$ cat src/rtl/mac_requant_pkg.sv
// Shared configuration, derived widths and the inter-stage record of the requantisation stage.
// The REQUANT_RELU_EN macro (used in requant_round_sat) selects ReLU before saturation.
package mac_requant_pkg;

  localparam int OUT_BIT   = 20;
  localparam int IN_BIT    = 8;
  localparam int BIAS_BIT  = 20;
  localparam int CH_NUM    = 16;
  localparam int SHIFT_BIT = 5;

  localparam int SUM_BIT  = ((OUT_BIT > BIAS_BIT) ? OUT_BIT : BIAS_BIT) + 1;
  localparam int R_BIT    = SUM_BIT + 1;
  localparam int CHAN_BIT = $clog2(CH_NUM);

  localparam logic signed [R_BIT-1:0] SAT_MAX = R_BIT'(2 ** (IN_BIT - 1) - 1);
  localparam logic signed [R_BIT-1:0] SAT_MIN = R_BIT'(-(2 ** (IN_BIT - 1)));

  typedef struct packed {
    logic                    valid;
    logic [CHAN_BIT-1:0]     chan;
    logic [SHIFT_BIT-1:0]    shift;
    logic signed [R_BIT-1:0] value;
  } stage_t;

  // Shift amounts past the accumulator width carry no information; pin them to the widest useful shift.
  function automatic logic [SHIFT_BIT-1:0] clamp_shift(input logic [SHIFT_BIT-1:0] s);
    return (s > SHIFT_BIT'(OUT_BIT - 1)) ? SHIFT_BIT'(OUT_BIT - 1) : s;
  endfunction

endpackage

$ cat src/rtl/requant_round_sat.sv
// Combinational helpers: round-half-up arithmetic right shift, and activation plus saturation.
// Define REQUANT_RELU_EN to clamp negative values to zero before saturating.
module requant_round_sat
  import mac_requant_pkg::*;
(
  input  logic signed [R_BIT-1:0]     sum,
  input  logic        [SHIFT_BIT-1:0] shift,
  output logic signed [R_BIT-1:0]     rounded,
  input  logic signed [R_BIT-1:0]     value,
  output logic signed [IN_BIT-1:0]   act
);

  logic signed [R_BIT-1:0] half;
  logic signed [R_BIT-1:0] relu_in;

  // NOTE: every always_comb output gets a default first so no path can infer a latch.
  always_comb begin
    half = '0;
    if (shift != '0) half = R_BIT'(1) << (shift - 1'b1);
    rounded = (sum + half) >>> shift;
  end

  always_comb begin
    relu_in = value;
`ifdef REQUANT_RELU_EN
    if (value[R_BIT-1]) relu_in = '0;
`endif
    if (relu_in > SAT_MAX)      act = SAT_MAX[IN_BIT-1:0];
    else if (relu_in < SAT_MIN) act = SAT_MIN[IN_BIT-1:0];
    else                        act = relu_in[IN_BIT-1:0];
  end

endmodule

$ cat src/rtl/mac_requant_stage.sv
// Three-stage bias / round-shift / activate-saturate pipeline behind the MAC accumulator.
// Define REQUANT_RELU_EN to enable ReLU activation in the last stage.
module mac_requant_stage
  import mac_requant_pkg::*;
(
  input  logic                        clk,
  input  logic                        rst,
  input  logic signed [OUT_BIT-1:0]   in_data,
  input  logic                        in_valid,
  output logic                        in_ready,
  input  logic        [SHIFT_BIT-1:0] shift,
  input  logic                        bias_we,
  input  logic        [CHAN_BIT-1:0]  bias_addr,
  input  logic signed [BIAS_BIT-1:0]  bias_data,
  output logic signed [IN_BIT-1:0]    out_data,
  output logic                        out_valid,
  input  logic                        out_ready,
  output logic        [CHAN_BIT-1:0]  out_chan,
  output logic                        out_last
);

  logic signed [BIAS_BIT-1:0] bias_mem [CH_NUM];
  logic        [CHAN_BIT-1:0] chan;
  logic                       adv;
  logic signed [SUM_BIT-1:0]  sum;

  stage_t                     s1;
  logic                       s2_valid;
  logic        [CHAN_BIT-1:0] s2_chan;
  logic signed [R_BIT-1:0]    s2_value;

  logic signed [R_BIT-1:0]    rounded;
  logic signed [IN_BIT-1:0]   act;

  // A single advance enable keeps every stage in lockstep; a stalled output freezes the whole pipe.
  assign adv      = ~out_valid | out_ready;
  assign in_ready = adv;
  assign sum      = SUM_BIT'(in_data) + SUM_BIT'(bias_mem[chan]);

  // NOTE: the bias table has no reset; its contents survive rst by design.
  always_ff @(posedge clk) begin
    if (bias_we) bias_mem[bias_addr] <= bias_data;
  end

  requant_round_sat u_round_sat (
    .sum     (s1.value),
    .shift   (s1.shift),
    .rounded (rounded),
    .value   (s2_value),
    .act     (act)
  );

  // NOTE: sequential state uses non-blocking assignments so every stage samples pre-edge values.
  always_ff @(posedge clk) begin
    if (rst) begin
      s1        <= '0;
      s2_valid  <= 1'b0;
      s2_chan   <= '0;
      s2_value  <= '0;
      out_valid <= 1'b0;
      out_data  <= '0;
      out_chan  <= '0;
      out_last  <= 1'b0;
      chan      <= '0;
    end else if (adv) begin
      s1 <= '{valid: in_valid, chan: chan, shift: clamp_shift(shift), value: R_BIT'(sum)};
      if (in_valid) chan <= (chan == CHAN_BIT'(CH_NUM - 1)) ? '0 : chan + 1'b1;

      s2_valid <= s1.valid;
      s2_chan  <= s1.chan;
      s2_value <= rounded;

      out_valid <= s2_valid;
      if (s2_valid) begin
        out_data <= act;
        out_chan <= s2_chan;
        out_last <= (s2_chan == CHAN_BIT'(CH_NUM - 1));
      end
    end
  end

endmodule

$ cat config.mk
export PLATFORM = sky130hd
export DESIGN_NAME = mac_requant_stage
export DESIGN_NICKNAME = d
export VERILOG_FILES = /design/src/rtl/mac_requant_pkg.sv /design/src/rtl/requant_round_sat.sv /design/src/rtl/mac_requant_stage.sv
export SDC_FILE = /design/constraint.sdc
export NUM_CORES = 1
export LEC_CHECK = 0
export ABC_AREA = 1
export CELL_PAD_IN_SITES_DETAIL_PLACEMENT = 1
export CELL_PAD_IN_SITES_GLOBAL_PLACEMENT = 1
export CORE_ASPECT_RATIO = 2
export CORE_MARGIN = 3
export CORE_UTILIZATION = 45
export DETAILED_ROUTE_END_ITERATION = 7
export HOLD_SLACK_MARGIN = 0.06
export PLACE_DENSITY_LB_ADDON = 0.05
export SYNTH_ARGS = -nofsm -noshare
export SYNTH_HDL_FRONTEND = slang
export SYNTH_SLANG_ARGS = --single-unit
$ cat constraint.sdc
create_clock -name clk -period 3.54 [get_ports clk]
set_input_delay 0.354 -clock clk [delete_from_list [all_inputs] [get_ports clk]]
set_output_delay 0.354 -clock clk [all_outputs]
set_load 0.1 [all_outputs]
==> impl_metrics.json <==
{
  "pwr-share-clk": 0.331,
  "setup_viol": 0,
  "drv_cap": 0,
  "multi_input_area_um2": 7170,
  "crit_path_end_kind": "flip-flop",
  "clkTransAtPathRegs_ns": 0.07,
  "n_antenna_cell": 0,
  "synthesis.instances": 1930,
  "ctsHoldBuffers": 0,
  "htreeDepth": 2,
  "cts.sinks": 400,
  "synth_seq_cells": 400,
  "worstPathRequired_ns": 3.97,
  "worstMarginPinSlew_ns": 0.968,
  "slew_violations": 0,
  "fin_worst_skew_ns": 0.0340,
  "vias_per_cell": 5.74,
  "cp_slowest_cell": "dfxtp_4",
  "async_flop_share": 0,
  "avgSynthCellArea_um2": 10.0,
  "cp-endpoint": "s1[17]$_SDFFE_PP0N_",
  "pin_count": 69,
  "ir_drop_v": 0.000493,
  "path_class": "flip-flop to flip-flop",
  "crit_fanout": 18,
  "power_density_nw_per_um2": 497,
  "yosysWarnings": 0,
  "grt-ovfl-total": 0,
  "numCtsBuffers": 37,
  "crit_chain": "buf_4, clkbuf_16, o21ai_0, o21ai_0, o211ai_1, nand2_1, ha_2, nand2_1, o21ai_1, nand2_1, nand2_1, a31oi_1, o21bai_1, inv_1, o21bai_1, xor2_1, o21bai_1, inv_1",
  "drtAntennaViolNets": 0,
  "power.internal_w": 0.00811,
  "grt_start_max_net_pins": 56,
  "die_area_um2": 45700,
  "fp.dieW_um": 153,
  "routed-via-count": 15100,
  "arrival_ns": 3.88,
  "fill_cells": 4607,
  "final_net_count": 2166,
  "relSlewSlack": 0.353,
  "ys_seq_area_frac": 0.580,
  "drive_gt1_frac": 0.144,
  "period_needed_ns": 3.45,
  "leakage_nw": 8.94,
  "ys.flop_type": "edfxtp_1",
  "dieHeight_um": 299,
  "cpPeakStageDelay_ns": 0.43,
  "ys_types": 46,
  "wl_per_cell_um": 24.2,
  "antenna_found_initial": 0,
  "seq_area_um2": 11200,
  "grt_pass1_wl_um": 93800,
  "reg2regPathDepth": 18,
  "hpwl_um": 44600,
  "place_congestion": 0.963,
  "syn_to_final_growth_pct": 18.9,
  "start_util": 0.459,
  "core_um2": 42200,
  "firstDrtPassIters": 5,
  "comb_power_share": 0.198,
  "start_kind": "flip-flop",
  "critPathBufInv": 4,
  "clk_latency_ns": 0.56,
  "hold_viol": 0,
  "worstSetupPathDepth": 18,
  "r2r_end": "s1[17]$_SDFFE_PP0N_",
  "totalWireLength_um": 63900,
  "post-route-period-util": 0.973,
  "p_sw_w": 0.00332,
  "drc": 0,
  "crit_path_frequent_cell": "nand2_1",
  "fmax_mhz": 290,
  "dr.first_iter.drc_count": 764,
  "tns_ns": 0,
  "min_path_type": "flip-flop to flip-flop",
  "place_inst": 2562,
  "status": "finished, final reports clean",
  "p_sw_frac": 0.291,
  "power_w": 0.0114,
  "syn-cell-area_um2": 19300,
  "io_buffers": 68,
  "cpLargestDelayFamily": "compound AO/OA/AOI/OAI gates",
  "cts_buffer_depth": 3,
  "synth_edf_count": 320,
  "grt_usage": 0.270,
  "synth_nets": 2028,
  "root_buffer": "clkbuf_16",
  "grt_pass1_vias": 15900,
  "rows": 106,
  "rrSetupSlack_ns": 0.09,
  "stdcell_count": 2634,
  "power_frac_seq": 0.471,
  "cts_tree": "built"
}
[area by class of cell]
type / count / area share
timing repair buffer: 192 / 0.0853
clock buffer: 42 / 0.0411
inverter: 230 / 0.0378
multi-input combinational: 1207 / 0.312
tap: 540 / 0.0294
clock inverter: 23 / 0.00718
sequential: 400 / 0.488
[cells in the final DEF (no fill, tap or decap), types with 4 or more instances in the layout]
cell	n
a21oi_1	139
a21oi_2	13
a31oi_1	10
buf_12	17
buf_4	97
clkbuf_1	5
clkbuf_16	41
clkdlybuf4s50_1	67
clkinv_1	11
clkinv_2	4
clkinvlp_4	4
dfxtp_1	74
dfxtp_2	5
edfxtp_1	320
ha_1	32
ha_2	6
ha_4	4
inv_1	219
inv_2	8
mux2i_1	80
nand2_1	287
nand2_2	15
nand3_1	149
nand3_2	17
nand3b_1	5
nand4_1	13
nor2_1	78
nor2_2	29
nor2_4	5
nor3_1	5
nor3_2	4
nor4_1	4
o211ai_1	85
o21ai_0	153
o21ai_1	6
o21bai_1	17
or2_2	4
xnor2_1	11
xor2_1	9
[cell families (layout without fill, tap and decap cells)]
group                    count (synthesis)  in the layout  synth area share
buffers and inverters                  323            487            0.0644
adder cells (fa/ha/maj)                 44             44            0.0292
AND/OR/NAND/NOR                        620            620             0.143
AO/OA/AOI/OAI                          441            441             0.132
XOR/XNOR                                21             21           0.00951
flip-flops                             400            400             0.580
multiplexers                            81             81            0.0419
[worst min path at each step]
stage / startpoint / end / slack (ns) / depth (start not counted)
2_1_floorplan: s1[31]$_SDFFE_PP0N_ / s1[31]$_SDFFE_PP0N_ / 0.44 / 2
3_3_place_gp: s1[31]$_SDFFE_PP0N_ / s1[31]$_SDFFE_PP0N_ / 0.45 / 2
3_5_place_dp: s1[31]$_SDFFE_PP0N_ / s1[31]$_SDFFE_PP0N_ / 0.46 / 2
4_1_cts: out_data[3]$_SDFFE_PP0P_ / out_data[3]$_SDFFE_PP0P_ / 0.47 / 2
5_1_grt: out_chan[2]$_SDFFE_PP0P_ / out_chan[2]$_SDFFE_PP0P_ / 0.49 / 2
6_report: out_data[3]$_SDFFE_PP0P_ / out_data[3]$_SDFFE_PP0P_ / 0.47 / 2
[worst min-delay path, delay by kind of cell (launching register included)]
family / cells / cell delay, ns
AND/OR/NAND/NOR: 1 / 0.06
flip-flops: 1 / 0.31
AO/OA/AOI/OAI: 1 / 0.05
[through the flow]
stage | hold slack [ns] | setup slack (ns) | area (µm²) | utilization
final | 0.469 | 0.0950 | 23000 | 0.545
after global routing | 0.493 | -0.0551 | 23000 | 0.545
after CTS | 0.469 | 0.00320 | 22600 | 0.537
after detailed placement | 0.458 | -0.193 | 21500 | 0.509
after global placement | 0.454 | -0.0753 | 21500 | 0.509
after floorplan | 0.442 | 0.278 | 19300 | -
[state kept, by name, summed over array words and instances, names as in the netlist, 4 cells and up, named ones only]
signal	count
bias_mem	320
s1	31
out_data	8
s2_chan	4
s2_value	22
out_chan	4
chan	4
[synth_stat cells (3+ instances only)]
cell type / instances / area (µm²)
edfxtp_1: 320 / 9610
nand2_1: 292 / 1100
inv_1: 221 / 830
nand3_1: 158 / 791
o21ai_0: 157 / 786
a21oi_1: 144 / 721
nor2_1: 103 / 387
o211ai_1: 85 / 638
mux2i_1: 81 / 811
dfxtp_1: 80 / 1600
clkbuf_1: 70 / 263
ha_1: 42 / 526
o21bai_1: 18 / 135
buf_2: 15 / 75.1
nand4_1: 13 / 81.3
xnor2_1: 12 / 105
a31oi_1: 11 / 68.8
nand2_2: 10 / 62.6
a21oi_2: 9 / 78.8
xor2_1: 9 / 78.8
inv_2: 8 / 30.0
nand3_2: 8 / 80.1
nor2_2: 8 / 50.1
nor3_1: 8 / 40.0
a221oi_1: 5 / 43.8
buf_1: 5 / 18.8
nand3b_1: 5 / 37.5
nor4_1: 4 / 25.0
or2_2: 4 / 25.0
a21o_1: 3 / 22.5
o21ai_1: 3 / 15.0
[power by group through the flow]
| stage | clock, W | sequential, W | combinational (W) |
|---|---|---|---|
| 6_report | 0.00379 | 0.00538 | 0.00227 |
| 5_1_grt | 0.00405 | 0.00540 | 0.00248 |
| 4_1_cts | 0.00386 | 0.00537 | 0.00218 |
| 3_5_place_dp | 0 | 0.00547 | 0.00214 |
| 3_3_place_gp | 0 | 0.00547 | 0.00209 |
| 2_1_floorplan | 0 | 0.00550 | 0.00125 |
[per-layer routing]
| layer | GRT usage | part of all wire | routed length, µm | vias to the layer above |
|---|---|---|---|---|
| met2 | 0.539 | 0.57 | 36200 | 375 |
| li1 | - | - | - | 7025 |
| met1 | 0.264 | 0.34 | 21600 | 7519 |
| met3 | 0.0248 | 0.028 | 1790 | 187 |
| met5 | 0 | 0 | 0 | - |
| met4 | 0.156 | 0.068 | 4320 | 0 |
[repair_timing]
action,4_1_cts,5_1_grt
gates resized for setup,11,66
buffers inserted,2,1
setup endpoints to repair,13,30
cloned,0,4
pin swaps,2,5
No activity file was read; power rests on OpenSTA's default activity.
